`config.mk`:
```
export PLATFORM = sky130hd
export DESIGN_NAME = byte_scan_ctrl
export DESIGN_NICKNAME = d
export VERILOG_FILES = /design/src/rtl/byte_scan_ctrl_pkg.sv /design/src/rtl/byte_scan_ctrl_seq_detect8.sv /design/src/rtl/byte_scan_ctrl.sv
export SDC_FILE = /design/constraint.sdc
export NUM_CORES = 1
export LEC_CHECK = 0
export CELL_PAD_IN_SITES_DETAIL_PLACEMENT = 1
export CELL_PAD_IN_SITES_GLOBAL_PLACEMENT = 1
export CORE_AREA = 2 2 64 66
export CTS_CLUSTER_DIAMETER = 100
export DETAILED_ROUTE_END_ITERATION = 10
export DIE_AREA = 0 0 66 68
export PLACE_DENSITY = 0.79
export SLEW_MARGIN = 20
export SYNTH_ARGS = -nofsm -noshare
export SYNTH_HDL_FRONTEND = slang
export SYNTH_SLANG_ARGS = --single-unit
```
`constraint.sdc`:
```
create_clock -name Clock -period 2.84 [get_ports Clock]
set_input_delay 0.852 -clock Clock [delete_from_list [all_inputs] [get_ports Clock]]
set_output_delay 0.852 -clock Clock [all_outputs]
set_load 0.03 [all_outputs]
```
`src/rtl/byte_scan_ctrl_pkg.sv`:
```
// -----------------------------------------------------------------------------
// byte_scan_ctrl_pkg
// Shared definitions for the byte scan controller and its serial detector:
//   - ctrl_state_e : controller states (IDLE, SHIFT, FLUSH, REPORT)
//   - S0..S7       : detector Moore state codes
//   - PAT_1111/PAT_1001 : the two 4-bit patterns the detector reports
//   - det_is_match : decodes the detector states whose suffix is a full match
// -----------------------------------------------------------------------------
package byte_scan_ctrl_pkg;

  typedef enum logic [1:0] {
    ST_IDLE   = 2'd0,
    ST_SHIFT  = 2'd1,
    ST_FLUSH  = 2'd2,
    ST_REPORT = 2'd3
  } ctrl_state_e;

  // Each detector state names the longest suffix of the bit history that is
  // still a prefix of one of the two patterns.
  localparam logic [2:0] S0 = 3'd0;  // no useful suffix (cleared history)
  localparam logic [2:0] S1 = 3'd1;  // "1"
  localparam logic [2:0] S2 = 3'd2;  // "11"
  localparam logic [2:0] S3 = 3'd3;  // "111"
  localparam logic [2:0] S4 = 3'd4;  // "1111"  -> match
  localparam logic [2:0] S5 = 3'd5;  // "10"
  localparam logic [2:0] S6 = 3'd6;  // "100"
  localparam logic [2:0] S7 = 3'd7;  // "1001"  -> match

  localparam logic [3:0] PAT_1111 = 4'b1111;
  localparam logic [3:0] PAT_1001 = 4'b1001;

  // States S4 and S7 are exactly the states reached after PAT_1111 / PAT_1001.
  function automatic logic det_is_match(input logic [2:0] s);
    return (s == S4) || (s == S7);
  endfunction

endpackage

```
`src/rtl/byte_scan_ctrl_seq_detect8.sv`:
```
// -----------------------------------------------------------------------------
// seq_detect8
// 8-state serial Moore detector. z is 1 when the last four bits applied since
// the last history clear are 1111 or 1001 (overlapping matches count).
// Ports:
//   Clock  : rising-edge clock
//   Resetn : asynchronous active-low reset (history cleared)
//   clr    : synchronous history clear (takes priority over adv)
//   adv    : advance the detector by one bit
//   w      : serial input bit
//   z      : registered match flag, reflects a bit one cycle after it is applied
// -----------------------------------------------------------------------------
module seq_detect8
  import byte_scan_ctrl_pkg::*;
(
  input  logic Clock,
  input  logic Resetn,
  input  logic clr,
  input  logic adv,
  input  logic w,
  output logic z
);

  logic [2:0] state_r;
  logic [2:0] next_s;
  logic       z_r;

  // Next-state function of the Moore detector (longest-suffix tracking).
  always_comb begin
    next_s = S0;
    case (state_r)
      S0:      if (w) next_s = S1; else next_s = S0;
      S1:      if (w) next_s = S2; else next_s = S5;
      S2:      if (w) next_s = S3; else next_s = S5;
      S3:      if (w) next_s = S4; else next_s = S5;
      S4:      if (w) next_s = S4; else next_s = S5;  // 11111 keeps matching
      S5:      if (w) next_s = S1; else next_s = S6;  // 101 -> suffix "1"
      S6:      if (w) next_s = S7; else next_s = S0;
      S7:      if (w) next_s = S2; else next_s = S5;  // 10011 -> "11", 10010 -> "10"
      default: next_s = S0;
    endcase
  end

  // State register; z is registered from the next state so it is a pure
  // function of the current state.
  always_ff @(posedge Clock or negedge Resetn) begin
    if (!Resetn) begin
      state_r <= S0;
      z_r     <= 1'b0;
    end else if (clr) begin
      state_r <= S0;
      z_r     <= 1'b0;
    end else if (adv) begin
      state_r <= next_s;
      z_r     <= det_is_match(next_s);
    end else begin
      state_r <= state_r;
      z_r     <= z_r;
    end
  end

  assign z = z_r;

endmodule

```
`src/rtl/byte_scan_ctrl.sv`:
```
// -----------------------------------------------------------------------------
// byte_scan_ctrl
// Accepts a word on a valid/ready handshake, feeds it MSB-first through
// seq_detect8 one bit per clock, counts the detector hits attributed to the
// word and returns the count on a second valid/ready handshake.
// Ports:
//   Clock, Resetn          : clock, asynchronous active-low reset
//   in_data/in_valid/in_ready : input word handshake
//   keep_ctx               : at accept, 1 keeps detector history, 0 clears it
//   out_hits/out_last_hit  : result (hit count, z after the final bit)
//   out_valid/out_ready    : result handshake
//   busy                   : high whenever the controller is not IDLE
// -----------------------------------------------------------------------------
module byte_scan_ctrl
  import byte_scan_ctrl_pkg::*;
#(
  parameter int WIDTH = 8,
  parameter int CNT_W = 4
) (
  input  logic             Clock,
  input  logic             Resetn,
  input  logic [WIDTH-1:0] in_data,
  input  logic             in_valid,
  output logic             in_ready,
  input  logic             keep_ctx,
  output logic [CNT_W-1:0] out_hits,
  output logic             out_last_hit,
  output logic             out_valid,
  input  logic             out_ready,
  output logic             busy
);

  localparam int IDX_W = (WIDTH > 1) ? $clog2(WIDTH) : 1;
  localparam logic [IDX_W-1:0] IDX_LAST = IDX_W'(WIDTH - 1);

  ctrl_state_e      state_r;
  logic [WIDTH-1:0] shreg_r;
  logic [IDX_W-1:0] idx_r;
  logic [CNT_W-1:0] hit_cnt_r;
  logic             in_ready_r;
  logic             out_valid_r;
  logic [CNT_W-1:0] out_hits_r;
  logic             out_last_hit_r;
  logic             busy_r;

  logic clr_s;
  logic adv_s;
  logic w_s;
  logic z_s;

  // Detector drive: clear on accept without keep_ctx, advance during SHIFT.
  always_comb begin
    clr_s = 1'b0;
    adv_s = 1'b0;
    w_s   = shreg_r[WIDTH-1];
    if (state_r == ST_IDLE) begin
      clr_s = in_valid && in_ready_r && !keep_ctx;
    end else if (state_r == ST_SHIFT) begin
      adv_s = 1'b1;
    end else begin
      clr_s = 1'b0;
      adv_s = 1'b0;
    end
  end

  seq_detect8 u_det (
    .Clock  (Clock),
    .Resetn (Resetn),
    .clr    (clr_s),
    .adv    (adv_s),
    .w      (w_s),
    .z      (z_s)
  );

  // Controller FSM with registered handshake and result outputs.
  always_ff @(posedge Clock or negedge Resetn) begin
    if (!Resetn) begin
      state_r        <= ST_IDLE;
      shreg_r        <= '0;
      idx_r          <= '0;
      hit_cnt_r      <= '0;
      in_ready_r     <= 1'b1;
      out_valid_r    <= 1'b0;
      out_hits_r     <= '0;
      out_last_hit_r <= 1'b0;
      busy_r         <= 1'b0;
    end else begin
      case (state_r)
        ST_IDLE: begin
          if (in_valid && in_ready_r) begin
            shreg_r    <= in_data;
            idx_r      <= '0;
            hit_cnt_r  <= '0;
            in_ready_r <= 1'b0;
            busy_r     <= 1'b1;
            state_r    <= ST_SHIFT;
          end else begin
            state_r <= ST_IDLE;
          end
        end
        ST_SHIFT: begin
          shreg_r <= {shreg_r[WIDTH-2:0], 1'b0};
          // z during idx 0 still reflects the previous word's last bit.
          if ((idx_r != '0) && z_s) begin
            hit_cnt_r <= hit_cnt_r + CNT_W'(1);
          end else begin
            hit_cnt_r <= hit_cnt_r;
          end
          if (idx_r == IDX_LAST) begin
            state_r <= ST_FLUSH;
          end else begin
            idx_r <= idx_r + IDX_W'(1);
          end
        end
        ST_FLUSH: begin
          // Detector is idle here; z now reflects the word's final bit.
          if (z_s) begin
            hit_cnt_r  <= hit_cnt_r + CNT_W'(1);
            out_hits_r <= hit_cnt_r + CNT_W'(1);
          end else begin
            out_hits_r <= hit_cnt_r;
          end
          out_last_hit_r <= z_s;
          out_valid_r    <= 1'b1;
          state_r        <= ST_REPORT;
        end
        ST_REPORT: begin
          if (out_ready) begin
            out_valid_r <= 1'b0;
            in_ready_r  <= 1'b1;
            busy_r      <= 1'b0;
            state_r     <= ST_IDLE;
          end else begin
            state_r <= ST_REPORT;
          end
        end
        default: begin
          state_r     <= ST_IDLE;
          in_ready_r  <= 1'b1;
          out_valid_r <= 1'b0;
          busy_r      <= 1'b0;
        end
      endcase
    end
  end

  assign in_ready     = in_ready_r;
  assign out_valid    = out_valid_r;
  assign out_hits     = out_hits_r;
  assign out_last_hit = out_last_hit_r;
  assign busy         = busy_r;

endmodule

```
==> run_results.csv <==
group,metric,value,unit
logic_synthesis,syn_nets,197,
floorplan,dieArea,4490,sq um
routing,totalWireLength,3860,microns
global_routing,grt.busiest_layer,"met2",
clock_network,cts_tree,"built",
logic_synthesis,ys_ff_latch,29,
logic_synthesis,netlist_area,1660,sq um
clock_network,cts_sinks,29,
clock_network,cts_buffers,5,
clock_network,ctsLongestPathBuffers,2,
logic_synthesis,syn_inst,176,
routing,antenna_left,0,
global_routing,grt-ovfl-total,0,
floorplan,dieHeight,68,microns
global_routing,grt_antenna_before_repair,0,
worst_setup_path,cp-end-kind,"output port",
worst_setup_path,path_buf_inv,1,
global_routing,grt_max_degree,30,
placed_design,place_inst,238,
floorplan,start_util,43.0,%
sta,slew_headroom,48.2,%
logic_synthesis,syn_area_per_cell,9.42,sq um
worst_setup_path,crit_chain,"clkdlybuf4s50_1",
worst_setup_path,worst_path_largest_cell_delay,710,ps
final_layout,layout-drive-gt1-share,7.69,%
routing,wl_per_cell,15.8,microns
logic_synthesis,ys.warnings.count,0,
routing,drc,0,
logic_synthesis,synthFlopType,"dfrtp_1",
routing,first_pass_iters,4,
worst_setup_path,worstPathRequired,1990,ps
sta,hold_violations,0,
global_routing,grt.met1_usage,23.1,%
sta,setup_viol,0,
worst_setup_path,crit_arrival,1600,ps
worst_setup_path,critPathLaunchType,"register",
global_routing,met3_usage,4.11,%
sta,worst_pin_slew,777,ps
clock_network,post_cts_buffers,0,
final_layout,nNetsFinal,216,
clock_network,clk_latency,280,ps
worst_setup_path,worstPathMaxFanout,7,
sta,rsz0062_at_grt,"false",
global_routing,grt_pass1_vias,1465,
sta,slew_violations,0,
clock_network,cts_hold_buf,0,
worst_setup_path,crit_slowest_cell,"clkdlybuf4s50_1",
worst_setup_path,worst_path_dominant_cell_family,"buffers and inverters",
logic_synthesis,ys_seq_area_share,43.8,%
final_layout,final_common_cell,"dfrtp_1",
floorplan,core_area,3860,sq um
routing,vias,1363,
pwr,power.density,1170,nW/um^2
clock_network,cts_resized,0,
global_routing,grtUsageMet2,36.1,%
logic_synthesis,synth.distinct_cells,39,
global_routing,grt_use_total,20.1,%
clock_network,clk_pin_slew,60,ps
placed_design,gp_congestion,0.847,
run_status,status,"complete, no violations",
final_layout,diodes,0,
sta,fin_skew,3.29,ps
placed_design,port_buffers,20,
sta,fmax,408,MHz
worst_setup_path,critPathKind,"reg -> out",
logic_synthesis,synth_edf_count,0,
final_layout,fin_cells,245,
final_layout,fin_util,51.1,%
routing,dr.first_iter.drc_count,56,
pwr,power.leakage,0.862,nW
sta,min_period_over_period,86.3,%
placed_design,dp_hpwl,2810,microns
run,drv_cap,0,
floorplan,fp-row-count,23,
sta,holdWs,484,ps
final_layout,final_cell_mix,"dfrtp_1 (28), clkdlybuf4s50_1 (20), nand2_1 (18)",
clock_network,clk_root_buffer_cell,"clkbuf_8",
global_routing,grt_pass1_wl,6730,microns
clock_network,htreeDepth,2,
hold_path,hold_path_class,"reg -> reg",
floorplan,ios,21,
logic_synthesis,async_flop_share,100,%
routing,vias_per_cell,5.56,
sta,min_period,2450,ps
final_layout,syn_to_final_growth,18.9,%
floorplan,die_width,66,microns
pwr,ir_worst_vdd,425,uV
sta,finalSetupTns,0,ps
-- per-stage QoR --
stage               cell area [sq um]  worst slack [ps]  power (mW)
detailed placement               1890               413        1.98
finish                           1970               390        2.31
global placement                 1890               482        1.89
global route                     1970               350        2.52
CTS                              1970               372        2.34
floorplan                        1660              1130        1.63
-- path summary, 6_finish.rpt --
kind	cells past startpoint	startpoint	endpoint	slack (ps)
max in group asynchronous	2	Resetn	in_ready$_DFFE_PN1P_	1560
max reg2reg	5	state_r[1]$_DFFE_PN0P_	hit_cnt_r[1]$_DFFE_PN0P_	600
min	2	shreg_r[5]$_DFFE_PN0P_	shreg_r[5]$_DFFE_PN0P_	480
min reg2reg	2	shreg_r[5]$_DFFE_PN0P_	shreg_r[5]$_DFFE_PN0P_	480
min in group asynchronous	2	Resetn	out_hits[2]$_DFFE_PN0P_	970
max	1	in_ready$_DFFE_PN1P_	in_ready	390
-- synthesized netlist by cell type, types with 3 or more instances --
library cell | n | area, sq um
dfrtp_1 | 28 | 701
nand2_1 | 18 | 67.6
a21oi_1 | 16 | 80.1
o21ai_0 | 16 | 80.1
inv_1 | 12 | 45.0
nor2_1 | 12 | 45.0
mux2i_1 | 10 | 100
ha_1 | 8 | 100
buf_2 | 7 | 35.0
a21boi_0 | 3 | 22.5
a22o_1 | 3 | 26.3
and3_1 | 3 | 18.8
mux2_2 | 3 | 33.8
nand3_1 | 3 | 15.0
xnor2_1 | 3 | 26.3
-- layout make-up --
type	instances	area (sq um)
Timing Repair Buffer	21	208
Multi-Input combinational cell	126	843
Clock buffer	7	86.3
Fill cell	452	1880
Tap cell	50	62.6
Inverter	12	45.0
Sequential cell	29	727
-- registers in the layout, indices dropped and copies added, names as in the netlist --
name and count:
shreg_r 8, hit_cnt_r 4, out_hits 4, idx_r 3, u_det.state_r 3, state_r 2, busy 1, in_ready 1
out_last_hit 1, out_valid 1, u_det.z 1
-- layer usage --
layer / vias up / share of wire, %
met5: - / 0
met4: 0 / 1.9
met3: 8 / 3.0
met2: 20 / 53
met1: 684 / 42
li1: 651 / -
-- tightest hold or removal path: stages, from the launching register on --
cell,delay (ps)
dfrtp_1,340
nand2_1,50
o21ai_0,60
-- cell families (layout without fill, tap and decap cells) --
family	after synthesis	in the layout	share of synthesized area (%)
AO/OA/AOI/OAI	53	53	20.4
AND/OR/NAND/NOR	46	46	12.8
flip-flops	29	29	43.8
buffers and inverters	21	40	5.28
multiplexers	14	14	8.98
adder cells (fa/ha/maj)	8	8	6.04
XOR/XNOR	5	5	2.64
-- power breakdown --
group	switching, mW	total, mW	internal [mW]
sequential	0.199	0.797	0.597
clock	0.145	0.337	0.192
combinational	0.667	1.18	0.510
Power figures use the tool's default switching activity.
